[src/rtl/ascon_perm_ctrl.sv]
// Round sequencer for the ASCON permutation datapath: runs p^a or p^b
// and drives the round index, state-register enable and input select.
module ascon_perm_ctrl #(
  parameter int ROUNDS_A = 12,
  parameter int ROUNDS_B = 6
) (
  input  logic       clock_i,
  input  logic       reset_i,
  input  logic       start_i,
  input  logic       mode_i,
  input  logic       hold_i,
  output logic [3:0] round_o,
  output logic       sel_init_o,
  output logic       en_state_o,
  output logic       busy_o,
  output logic       last_round_o,
  output logic       done_o
);

  // state | meaning
  // IDLE  | waiting for start_i; counter holds last value
  // ROUND | one round per unstalled cycle, index = counter
  // DONE  | one-cycle done pulse, then back to IDLE
  typedef enum logic [1:0] {IDLE, ROUND, DONE} state_t;

  if (ROUNDS_A < 1 || ROUNDS_A > 12) begin : g_bad_rounds_a
    $error("ROUNDS_A must be in 1..12");
  end
  if (ROUNDS_B < 1 || ROUNDS_B > 12) begin : g_bad_rounds_b
    $error("ROUNDS_B must be in 1..12");
  end

  // Rounds always end at index 11, so shorter permutations start later.
  localparam logic [3:0] START_A = 4'(12 - ROUNDS_A);
  localparam logic [3:0] START_B = 4'(12 - ROUNDS_B);
  localparam logic [3:0] LAST_IDX = 4'd11;

  state_t     state, state_nxt;
  logic [3:0] cnt, cnt_nxt;
  logic       first, first_nxt;

  always_ff @(posedge clock_i) begin
    if (reset_i) begin
      state <= IDLE;
      cnt   <= '0;
      first <= 1'b0;
    end else begin
      state <= state_nxt;
      cnt   <= cnt_nxt;
      first <= first_nxt;
    end
  end

  always_comb begin
    state_nxt = state;
    cnt_nxt   = cnt;
    first_nxt = first;
    case (state)
      IDLE: begin
        if (start_i) begin
          state_nxt = ROUND;
          cnt_nxt   = mode_i ? START_B : START_A;
          first_nxt = 1'b1;
        end
      end
      ROUND: begin
        if (!hold_i) begin
          first_nxt = 1'b0;
          if (cnt == LAST_IDX) state_nxt = DONE;
          else                 cnt_nxt   = cnt + 4'd1;
        end
      end
      DONE: state_nxt = IDLE;
      default: state_nxt = IDLE;
    endcase
  end

  // Only hold_i reaches the outputs combinationally, and only as a gate.
  always_comb begin
    round_o      = cnt;
    sel_init_o   = 1'b0;
    en_state_o   = 1'b0;
    busy_o       = 1'b0;
    last_round_o = 1'b0;
    done_o       = 1'b0;
    case (state)
      ROUND: begin
        busy_o = 1'b1;
        if (!hold_i) begin
          en_state_o   = 1'b1;
          sel_init_o   = first;
          last_round_o = (cnt == LAST_IDX);
        end
      end
      DONE:    done_o = 1'b1;
      default: ;
    endcase
  end

endmodule

[config.mk]
export PLATFORM = sky130hd
export DESIGN_NAME = ascon_perm_ctrl
export DESIGN_NICKNAME = d
export VERILOG_FILES = /design/src/rtl/ascon_perm_ctrl.sv
export SDC_FILE = /design/constraint.sdc
export NUM_CORES = 1
export LEC_CHECK = 0
export ABC_AREA = 1
export CORE_AREA = 2 2 39 41
export CTS_BUF_LIST = sky130_fd_sc_hd__clkbuf_8
export DETAILED_ROUTE_END_ITERATION = 16
export DIE_AREA = 0 0 41 43
export SETUP_SLACK_MARGIN = 0.05
export SLEW_MARGIN = 30
export SYNTH_ARGS = -nofsm -noshare
export SYNTH_HDL_FRONTEND = slang
export SYNTH_SLANG_ARGS = --single-unit
[constraint.sdc]
create_clock -name clock_i -period 1.7 [get_ports clock_i]
set_clock_uncertainty 0.2 [all_clocks]
set_input_delay 0.17 -clock clock_i [delete_from_list [all_inputs] [get_ports clock_i]]
set_output_delay 0.17 -clock clock_i [all_outputs]
set_load 0.01 [all_outputs]
After elaboration in Yosys (flattened, before gate mapping)
Cells that the tools add are included.

operators by class
  add/sub/neg operators = 1
  eq/ne operators = 7
  reduce and logical (&&, ||, !) cells = 5
  mux-type cells = 20

operators with widths
  cell                                                  number
  2-to-1 mux 4 bit                                      3
  2-to-1 mux 1 bit                                      10
  != test 2 bit (second input constant)                 4
  one-hot mux 4 bit (2 select lines)                    1
  2-to-1 mux 2 bit                                      3
  AND reduction 3 bit                                   2
  adder 4 x 1 -> 4 bit (second input constant)          1
  equality test 4 bit (second input constant)           1
  one-hot mux 2 bit (2 select lines)                    1
  AND reduction 4 bit                                   1
  2-to-1 mux 3 bit                                      1
  equality test 2 x 1 -> 1 bit (second input constant)  1
  equality test 2 bit (second input constant)           1
  zero test 2 bit                                       1
  one-hot mux 1 bit (2 select lines)                    1
  nonzero test 2 bit                                    1

word-level totals
  output and inout bits = 9
  input port bits = 5
  bits in registers = 7
  word-level logic and storage cells = 36

Logic depth before layout (Yosys ltp)
  word-level depth = 4
  gate-level depth with buffers = 7
  mapped depth without buffers = 7

Least setup slack after synthesis
OpenSTA, ideal clock, no wires.

  path type = reg-to-reg
  start point = register cnt[0] (netlist: round_o[0])
  end point = register cnt[0] (netlist: round_o[0])
  buffers on the path = 0
  data arrival time = 1.073 ns
  period minus slack after synthesis = 1.385 ns
  required time = 1.387 ns
  cell stages (with the launch flop) = 7
  setup slack = 0.315 ns
  cells stage by stage = dfxtp_1 -> ha_1 -> nand4_1 -> nand2_2 -> inv_1 -> nor2_1 -> nor2_1

between the ends
  cells in the longest elaborated chain, start to end = 4

RTL lines
  item                                line  text
  from (decl)                         39    logic [3:0] cnt, cnt_nxt;
  from (signal assigned)              49    cnt <= cnt_nxt;
  adder 4 x 1 -> 4 bit                70    else cnt_nxt = cnt + 4'd1;
  2-to-1 mux 4 bit                    69    if (cnt == LAST_IDX) state_nxt = DONE;
  2-to-1 mux 4 bit                    67    if (!hold_i) begin
  one-hot mux 4 bit (2 select lines)  58    case (state)

Parallel ways exist; a longest one is shown, timed or not. The select of a mux whose other input is x is not followed.
A chain may end at the register's enable or synchronous reset.

Final worst setup path
  start point = register cnt[0] (netlist: round_o[0])
  end point = output last_round_o

between the ends
  cells in the longest elaborated chain, start to end = 3

RTL lines
  item                 line  text
  equality test 4 bit  92    last_round_o = (cnt == LAST_IDX);
  2-to-1 mux 1 bit     89    if (!hold_i) begin
  2-to-1 mux 1 bit     86    case (state)
  to (decl)            16    output logic last_round_o,

No other way between the ends.

==> results_tabular.tex <==
\begin{tabular}{lr}
\hline
Metric & Value \\
\hline
\multicolumn{2}{l}{\textbf{Run status}} \\
\quad Run status & complete, no violations \\
\multicolumn{2}{l}{\textbf{Global routing}} \\
\quad Met3 GRT Util & 0.0471 \\
\quad Number of global-route vias before repair & 394 \\
\quad GR Layer Usage met1 & 0.176 \\
\quad Most Crowded Layer GR & met2 \\
\quad Total grt overflow & 0 \\
\quad All-layer global routing usage & 0.137 \\
\quad Largest net degree at the start of global routing & 6 \\
\quad GR Layer Usage met2 & 0.191 \\
\quad First-pass GRT wire length & around 1600 um \\
\quad Initial antenna violation count & 0 \\
\multicolumn{2}{l}{\textbf{Yosys}} \\
\quad Area fraction of the dominant cell type after synthesis & 0.349 \\
\quad Count of flip-flops with a built-in enable after synthesis & 0 \\
\quad Share of flip-flops with an asynchronous set or reset & 0 \\
\quad Mapped Nets & 71 \\
\quad Synthesized flop and latch total & 7 \\
\quad Synth top area cells & sky130\_fd\_sc\_hd\_\_dfxtp\_1 35\%, sky130\_fd\_sc\_hd\_\_nand2\_1 14\%, sky130\_fd\_sc\_hd\_\_inv\_1 11\% \\
\quad Synthesized netlist cell count & 65 \\
\quad Most frequently used cell type in the post-synthesis netlist & sky130\_fd\_sc\_hd\_\_nand2\_1 \\
\quad Cell taking the most area after synthesis & sky130\_fd\_sc\_hd\_\_dfxtp\_1 \\
\quad Ys flop type & sky130\_fd\_sc\_hd\_\_dfxtp\_1 \\
\quad Post-synthesis instance area & 402 um2 \\
\quad Mean post-synth cell area & 6.18 um2 \\
\quad Count of unique library cells instantiated by Yosys & 13 \\
\quad Most used standard cells in the synthesized netlist & 15 x sky130\_fd\_sc\_hd\_\_nand2\_1, 12 x sky130\_fd\_sc\_hd\_\_inv\_1, 12 x sky130\_fd\_sc\_hd\_\_nor2\_1 \\
\quad Total of warnings raised by yosys & 0 \\
\quad Portion of the post-synthesis area used by sequential elements & 0.349 \\
\multicolumn{2}{l}{\textbf{Layout}} \\
\quad Ratio of cells with drive above 1 in the final layout & 0.189 \\
\quad Final-layout fill cell count & 148 \\
\quad Core occupancy in the finished layout & 0.477 \\
\quad Diodes inserted & 0 \\
\quad NumNets Final & slightly below 100 \\
\quad Layout-stage area growth over the synthesis result & 64.5\% \\
\multicolumn{2}{l}{\textbf{Floorplanning}} \\
\quad Site Rows & 14 \\
\quad I/O pins & 14 \\
\quad Core ar. & roughly 0.0014 mm2 \\
\quad X dimension of the die & 41 um \\
\quad Die area & 0.00176 mm2 \\
\quad Initial Utilization & 0.290 \\
\quad Vert. Die Dim & 43 um \\
\multicolumn{2}{l}{\textbf{Power}} \\
\quad Part of the power in combinational logic & 0.262 \\
\quad Switching share of total power & 0.293 \\
\quad Switching power summed over all nets & 0.000172 W \\
\quad Cell area power density & 888 mW/mm2 \\
\quad Max IR drop VDD & 0.000392 V \\
\quad Static power due to leakage & 0.364 nW \\
\quad Clock power share & 0.410 \\
\quad Cell-internal power & 0.000415 W \\
\quad Flop pwr share & 0.327 \\
\multicolumn{2}{l}{\textbf{Flow run}} \\
\quad Max Cap Viol & 0 \\
\multicolumn{2}{l}{\textbf{Setup path}} \\
\quad Data arrival time of the critical path & 1.25 ns \\
\quad Crit Path Category & flop to output port \\
\quad Required time at the endpoint of the critical path & 1.33 ns \\
\quad Worst setup path start & round\_o[0] \\
\quad Largest stage delay on the critical path & 0.34 ns \\
\quad Worst reg2reg startpoint & round\_o[0] \\
\quad Slowest library cell on the worst path & sky130\_fd\_sc\_hd\_\_dfxtp\_1 \\
\quad Crit path launch type & flop \\
\quad Worst reg2reg path depth & 7 \\
\quad Sequence of cells on the critical path & ha\_1 > nand3\_2 > nor2\_1 > dlygate4sd2\_1 \\
\quad Element type at the critical path end & output port \\
\quad Maximum fanout encountered on the critical timing path & 3 \\
\multicolumn{2}{l}{\textbf{Drt}} \\
\quad Routed WL per cell & 9.86 um \\
\quad DRC marker count from the first detailed-route iteration & 5 \\
\quad DRC Markers & 0 \\
\quad 1st-pass router iterations & 2 \\
\quad Routed wire length & 1050 um \\
\quad Antenna-violating nets left & 0 \\
\quad Via density per instance & 4.37 \\
\quad Via Count & 463 \\
\multicolumn{2}{l}{\textbf{Hold path}} \\
\quad Hold path cells & 2 \\
\quad Worst min-delay path startpoint & first \\
\quad Type of the tightest min-delay check & flop to flop \\
\multicolumn{2}{l}{\textbf{Placed design}} \\
\quad Worst setup slack before clock tree synthesis & -0.0856 ns \\
\quad Detailed placer's ending HPWL & between 800 and 900 um \\
\quad Port Buffer Count & 13 \\
\quad Routability Congestion & 0.760 \\
\multicolumn{2}{l}{\textbf{CTS}} \\
\quad Max Root-Sink Buffers & 2 \\
\quad Number of levels in the clock H-tree & 1 \\
\quad CTS tree & yes \\
\quad Number of buffers added by the clock tree synthesis step & 3 \\
\quad Sinks on Clock Net & 7 \\
\quad Clock Pin Slew Worst Setup and Hold Paths & 0.04 ns \\
\quad Setup Fix Bufs, Post-CTS & 0 \\
\quad Clock latency on the worst-skew pair & between 0.2 and 0.25 ns \\
\quad CTS Root Buffer Type & sky130\_fd\_sc\_hd\_\_clkbuf\_8 \\
\multicolumn{2}{l}{\textbf{STA}} \\
\quad Ratio of final minimum period to clock period & 0.951 \\
\quad Number of hold violations in the final report & 0 \\
\quad Crit path time final & 1.62 ns \\
\quad RSZ-0062 raised after global routing & true \\
\quad Max-slew violation count & 0 \\
\quad Highest Clock Rate & 619 MHz \\
\quad Transition time at the pin with the least slew margin & 0.174 ns \\
\quad Final setup violation count & 0 \\
\quad Worst setup margin & 0.0840 ns \\
\quad Worst slew slack as a fraction of its limit & 0.883 \\
\hline
\end{tabular}
-- logic make-up (layout without fill, tap and decap cells) --
kind of cell / after synthesis / after routing / share of synthesized area
adders and majority gates: 1 / 1 / 0.0311
buffers and inverters: 12 / 37 / 0.112
AOI/OAI and AO/OA: 4 / 4 / 0.0498
and+or+nand+nor: 41 / 41 / 0.458
DFF: 7 / 7 / 0.349
-- cells in the final DEF, fill, tap and decap left out, drive strengths merged --
| master | instances |
|---|---|
| clkdlybuf4s50 | 8 |
| nand4 | 2 |
| o21ai | 1 |
| dfxtp | 7 |
| dlygate4sd2 | 4 |
| buf | 8 |
| nand3 | 7 |
| dlymetal6s2s | 1 |
| nand2 | 18 |
| nor3 | 1 |
| inv | 13 |
| ha | 1 |
| or2 | 1 |
| a21oi | 3 |
| nor2 | 12 |
| clkbuf | 3 |
-- flip-flops by register name, summed over array words and instances (netlist names) --
name	flops
round_o	4
state	2
first	1
-- layout make-up --
class                      instances  area, um2  area share
clock buffer                       3       41.3      0.0625
timing repair buffer              21        188       0.284
sequential                         7        141       0.214
clock inverter                     1       3.75     0.00568
tap                               16       20.0      0.0303
multi-input combinational         46        221       0.335
inverter                          12       45.0      0.0682
-- worst max-delay path: cells and delay by family, from the launching register on --
kind,cells,cell delay (ns)
DFF,1,0.34
buffers and inverters,1,0.27
and+or+nand+nor,2,0.21
adders and majority gates,1,0.20
-- through the flow --
| step | hold slack (ns) | cells | area, um2 | power [W] | TNS [ns] |
|---|---|---|---|---|---|
| after floorplan | 0.0391 | 65 | 402 | 0.000270 | 0 |
| after global placement | 0.260 | 102 | 612 | 0.000348 | -0.0648 |
| after detailed placement | 0.258 | 102 | 612 | 0.000350 | -0.161 |
| after CTS | 0.264 | 106 | 653 | 0.000589 | 0 |
| after global routing | 0.292 | 106 | 661 | 0.000621 | 0 |
| final | 0.264 | 106 | 661 | 0.000586 | 0 |
-- path summary, 6_finish.rpt --
| path | end | slack, ns |
|---|---|---|
| min | first | 0.26 |
| max reg2reg | round_o[0] | 0.24 |
| max | last_round_o | 0.08 |
| min reg2reg | first | 0.26 |
-- routing by layer --
metal	part of all wire	wire length, um	up-vias
met4	0.020	21	0
met2	0.47	494	7
met3	0.027	28	3
met1	0.48	501	203
li1	-	-	250
met5	0	0	-
-- power by group through the flow --
| stage | Clock [W] | Sequential (W) | Combinational, W |
|---|---|---|---|
| after floorplan | 0 | 0.000203 | 0.0000673 |
| after CTS | 0.000243 | 0.000191 | 0.000154 |
| after global routing | 0.000257 | 0.000193 | 0.000171 |
| after global placement | 0 | 0.000193 | 0.000155 |
| after detailed placement | 0 | 0.000193 | 0.000157 |
| final | 0.000241 | 0.000192 | 0.000154 |
-- repair_timing --
action | CTS | global route
gates resized for setup | 5 | 2
endpoints found under the setup margin | 4 | 2
endpoints found under the hold margin | 0 | 0
hold buffers | 0 | 0
pin swaps | 0 | 0
No activity file was read; power rests on OpenSTA's default activity.
